--- src/rtl/dispense_sequencer.sv ---
// dispense_sequencer
//   Drives the drink valves for one paid order: base drink (coffee or
//   chocolate), then optional extra milk, then optional extra sugar, each
//   valve open for a programmed number of qualified cycles. A qualified
//   cycle is one with tank_ok=1 and abort=0. The sequence stalls while the
//   water tank is not ready, can be aborted, and counts completed cups.
//
// Ports
//   clk      rising-edge clock
//   rst      synchronous active-high reset
//   start    order request, accepted only in IDLE
//   drink    0 = coffee, 1 = chocolate (sampled with accepted start)
//   x_milk   extra milk flag (sampled with accepted start)
//   x_sugar  extra sugar flag (sampled with accepted start)
//   tank_ok  water/pressure ready; 0 stalls the sequence
//   abort    cancel the order in progress
//   busy     state is not IDLE
//   cafea_v, cioco_v, lapte_v, zahar_v  valve drives
//   phase    0 IDLE, 1 BASE, 2 MILK, 3 SUGAR, 4 DONE
//   done     high for the single DONE cycle
//   aborted  one-cycle pulse after an abort is taken
//   cups     saturating count of completed cups
module dispense_sequencer #(
  parameter int unsigned T_BASE  = 8,
  parameter int unsigned T_MILK  = 4,
  parameter int unsigned T_SUGAR = 2,
  parameter int unsigned CW      = 4
) (
  input  logic       clk,
  input  logic       rst,
  input  logic       start,
  input  logic       drink,
  input  logic       x_milk,
  input  logic       x_sugar,
  input  logic       tank_ok,
  input  logic       abort,
  output logic       busy,
  output logic       cafea_v,
  output logic       cioco_v,
  output logic       lapte_v,
  output logic       zahar_v,
  output logic [2:0] phase,
  output logic       done,
  output logic       aborted,
  output logic [7:0] cups
);

  typedef enum logic [2:0] {
    S_IDLE  = 3'd0,
    S_BASE  = 3'd1,
    S_MILK  = 3'd2,
    S_SUGAR = 3'd3,
    S_DONE  = 3'd4
  } state_t;

  state_t        state, state_n;
  logic [CW-1:0] timer, timer_n;
  logic          drink_q, milk_q, sugar_q;
  logic          take_abort;
  logic          qual;
  logic          last;

  assign qual = tank_ok & ~abort;
  assign last = (timer == CW'(1));

  always_ff @(posedge clk) begin
    if (rst) begin
      state   <= S_IDLE;
      timer   <= '0;
      drink_q <= 1'b0;
      milk_q  <= 1'b0;
      sugar_q <= 1'b0;
      aborted <= 1'b0;
      cups    <= '0;
    end else begin
      state   <= state_n;
      timer   <= timer_n;
      aborted <= take_abort;
      if (state == S_IDLE && start) begin
        drink_q <= drink;
        milk_q  <= x_milk;
        sugar_q <= x_sugar;
      end
      if (state == S_DONE && cups != '1)
        cups <= cups + 8'd1;
    end
  end

  // The timer holds the remaining qualified cycles of the current phase;
  // expiry is the qualified cycle in which it reads 1. Abort is checked
  // before expiry so it always wins.
  always_comb begin
    state_n    = state;
    timer_n    = timer;
    take_abort = 1'b0;
    unique case (state)
      S_IDLE: begin
        if (start) begin
          state_n = S_BASE;
          timer_n = CW'(T_BASE);
        end
      end
      S_BASE, S_MILK, S_SUGAR: begin
        if (abort) begin
          state_n    = S_IDLE;
          timer_n    = '0;
          take_abort = 1'b1;
        end else if (qual) begin
          if (!last) begin
            timer_n = timer - CW'(1);
          end else if (state == S_BASE && milk_q) begin
            state_n = S_MILK;
            timer_n = CW'(T_MILK);
          end else if (state != S_SUGAR && sugar_q) begin
            state_n = S_SUGAR;
            timer_n = CW'(T_SUGAR);
          end else begin
            state_n = S_DONE;
            timer_n = '0;
          end
        end
      end
      S_DONE: begin
        state_n = S_IDLE;
      end
      default: begin
        state_n = S_IDLE;
        timer_n = '0;
      end
    endcase
  end

  assign busy    = (state != S_IDLE);
  assign done    = (state == S_DONE);
  assign phase   = state;
  assign cafea_v = (state == S_BASE) & ~drink_q & tank_ok;
  assign cioco_v = (state == S_BASE) &  drink_q & tank_ok;
  assign lapte_v = (state == S_MILK)  & tank_ok;
  assign zahar_v = (state == S_SUGAR) & tank_ok;

endmodule

--- config.mk ---
export PLATFORM = sky130hd
export DESIGN_NAME = dispense_sequencer
export DESIGN_NICKNAME = d
export VERILOG_FILES = /design/src/rtl/dispense_sequencer.sv
export SDC_FILE = /design/constraint.sdc
export NUM_CORES = 1
export LEC_CHECK = 0
export ABC_CLOCK_PERIOD_IN_PS = 2700
export CAP_MARGIN = 20
export CORE_MARGIN = 2
export CORE_UTILIZATION = 50
export CTS_CLUSTER_DIAMETER = 200
export DETAILED_ROUTE_END_ITERATION = 6
export MAX_ROUTING_LAYER = met4
export PLACE_DENSITY = 0.9
export RECOVER_POWER = 100
export SLEW_MARGIN = 10
export SYNTH_ARGS = -nofsm -noshare
export SYNTH_HDL_FRONTEND = slang
export SYNTH_SLANG_ARGS = --single-unit
--- constraint.sdc ---
create_clock -name clk -period 2.7 [get_ports clk]
set_clock_uncertainty 0.1 [all_clocks]
set_input_delay 0.27 -clock clk [delete_from_list [all_inputs] [get_ports clk]]
set_output_delay 0.27 -clock clk [all_outputs]
set_load 0.05 [all_outputs]
==> results.ini <==
[routing]
drc=0
drtIter0Drc=34
drt_pass1_iterations=4
routed_wl_um=2516
routedWlPerCell_um=13.60
drtAntennaViolNets=0
routed-via-count=1077
vias_per_cell=5.822

[power_and_ir_drop]
peakVddDrop_v=0.0002408
p_per_area_mw_per_mm2=495.4
switchingPower_mw=0.2330
p_int_mw=0.4271
power_mw=0.6601
p_leak_nw=0.5475
p_seq_frac=0.490
p_sw_frac=0.3529
combPwrFrac=0.294
pwr-share-clk=0.216

[floorplanning]
rows=16
die_x_um=50.28
io_pins=26
die_h_um=50.28
die_area_mm2=0.002528
core_area_mm2=0.001982
start_util=0.5404

[clock_network]
numCtsBuffers=3
clk_path_buf_depth=2
cts_setup_buffers=0
clk_pin_slew_ns=0.11
clock-root-buffer=clkbuf_4
cts_hold_buffers=0
cts_tree=built
htree_levels=1
cts_resized=0
clk_latency_ns=0.29
clock_sinks=19

[finish]
finalInstanceArea_mm2=0.001333
utilization=0.6723
mostFrequentLayoutCells=nor2_1 (19), dfxtp_1 (19), dlygate4sd3_1 (15)
n_antenna_cell=0
areaGrowthSynthToFinish_pct=24.42
instances_no_fill=185
fin_nets=170
layout-drive-gt1-share=0.04430

[timing]
setup_viol=0
fin_setup_tns_ns=0
finalMaxSlewViolations=0
finalHoldViolCount=0
fmax_mhz=404.9
finalWorstSetupSlack_ns=0.2304
rsz0062_at_grt=no
hold_slack_ns=0.4243
relSlewSlack=0.5708
fin_crit_ns=2.470
fin_crit_sh=0.9147
worst_pin_slew_ns=0.6416

[placed_design]
dp.cells=181
gp_congestion=0.9340
hpwl_um=1894
portBuffers=25
dp_slack_ns=0.6194
dpl_cell_area_mm2=0.001329

[run]
cap_violations=0

[global_routing]
antenna_found_initial=0
grt.overflow.total=0
grt_pass1_wl_um=4153
grt_usage=0.2140
grt_max_degree=19
grt_pass1_vias=993

[logic_synthesis]
yosysUniqueCellTypes=37
syn_area_mm2=0.001071
ys_ff_latch=19
syn_avg_cell_area_um2=8.114
synthCells=132
yosysWarnings=0
seq_area_frac_synth=0.3551
synth_nets=143

[critical_path]
worst-path-max-fanout=9
crit_type=reg -> out
critPathArrivalTime_ns=2.10
end_kind=output port
r2r_setup_slack_ns=0.65
required_ns=2.33
cp-start-kind=flop

[min_path]
hp-class=reg -> reg

[status]
outcome=complete, no violations

## power by group through the flow
stage               registers [mW]  clock network [mW]  logic [mW]
finish                       0.324               0.142       0.194
global route                 0.328               0.162       0.209
CTS                          0.323               0.149       0.202
detailed placement           0.330                   0       0.201
global placement             0.327                   0       0.197
floorplan                    0.339                   0       0.130
## state kept, by name, summed over array words and instances (netlist names)
name and flops:
milk_q 1, timer 4, aborted 1, cups 8
phase 3, sugar_q 1, drink_q 1
## area by class of cell
class,instances,area (um^2)
Timing Repair Buffer,26,229.0
Fill cell,168,649.4
Sequential cell,19,380.4
Clock buffer,4,26.28
Multi-Input combinational cell,100,629.4
Inverter,9,33.78
Tap cell,27,33.78
## cells in the mapped netlist (all sizes together)
master / number / share of area
nor2b: 1 / 0.0058
nand2: 6 / 0.021
a21oi: 10 / 0.047
or3: 1 / 0.0058
inv: 9 / 0.032
a31oi: 2 / 0.012
mux2i: 3 / 0.028
nor3b: 2 / 0.025
nor4b: 2 / 0.016
o211ai: 4 / 0.028
and2b: 1 / 0.0082
nor3: 5 / 0.023
buf: 2 / 0.015
xor2: 5 / 0.041
nand4b: 1 / 0.0082
clkbuf: 2 / 0.0070
nand4bb: 1 / 0.011
o41ai: 1 / 0.0082
nor4: 1 / 0.0058
a41oi: 1 / 0.0082
o21ai: 7 / 0.033
xnor2: 1 / 0.0082
or2: 2 / 0.012
ha: 3 / 0.035
a221o: 1 / 0.0093
nor2: 19 / 0.067
o31ai: 2 / 0.014
a221oi: 1 / 0.0082
or4b: 1 / 0.013
and4: 1 / 0.0082
nand4: 2 / 0.012
o311a: 1 / 0.0093
and3: 5 / 0.029
nand3: 7 / 0.033
dfxtp: 19 / 0.36
## path summary, 6_finish.rpt
path | start | endpoint | cells past startpoint
hold reg to reg | drink_q | drink_q | 2
setup / recovery | phase[2] | done | 2
hold / removal | drink_q | drink_q | 2
setup reg to reg | phase[2] | cups[7] | 4
## critical path, cell delays in order (launching register included)
cell and delay [ns]:
dfxtp_1 0.50, nor3b_4 0.39, dlygate4sd3_1 0.93
## cells by family (layout without fill, tap and decap cells)
group	after synthesis	after routing	synth area share
xor+xnor	6	6	0.04907
buf+inv	13	39	0.05373
flops	19	19	0.3551
simple gates	58	58	0.3026
fa+ha+maj	3	3	0.03505
mux	3	3	0.02804
compound gates	30	30	0.1764
## routing by layer
metal | global-route usage | wire [um]
met1 | 0.2622 | 1133
met2 | 0.3575 | 1199
met3 | 0.04464 | 183
met4 | 0.05556 | 0
met5 | - | 0
(Power assumes the default switching activity.)
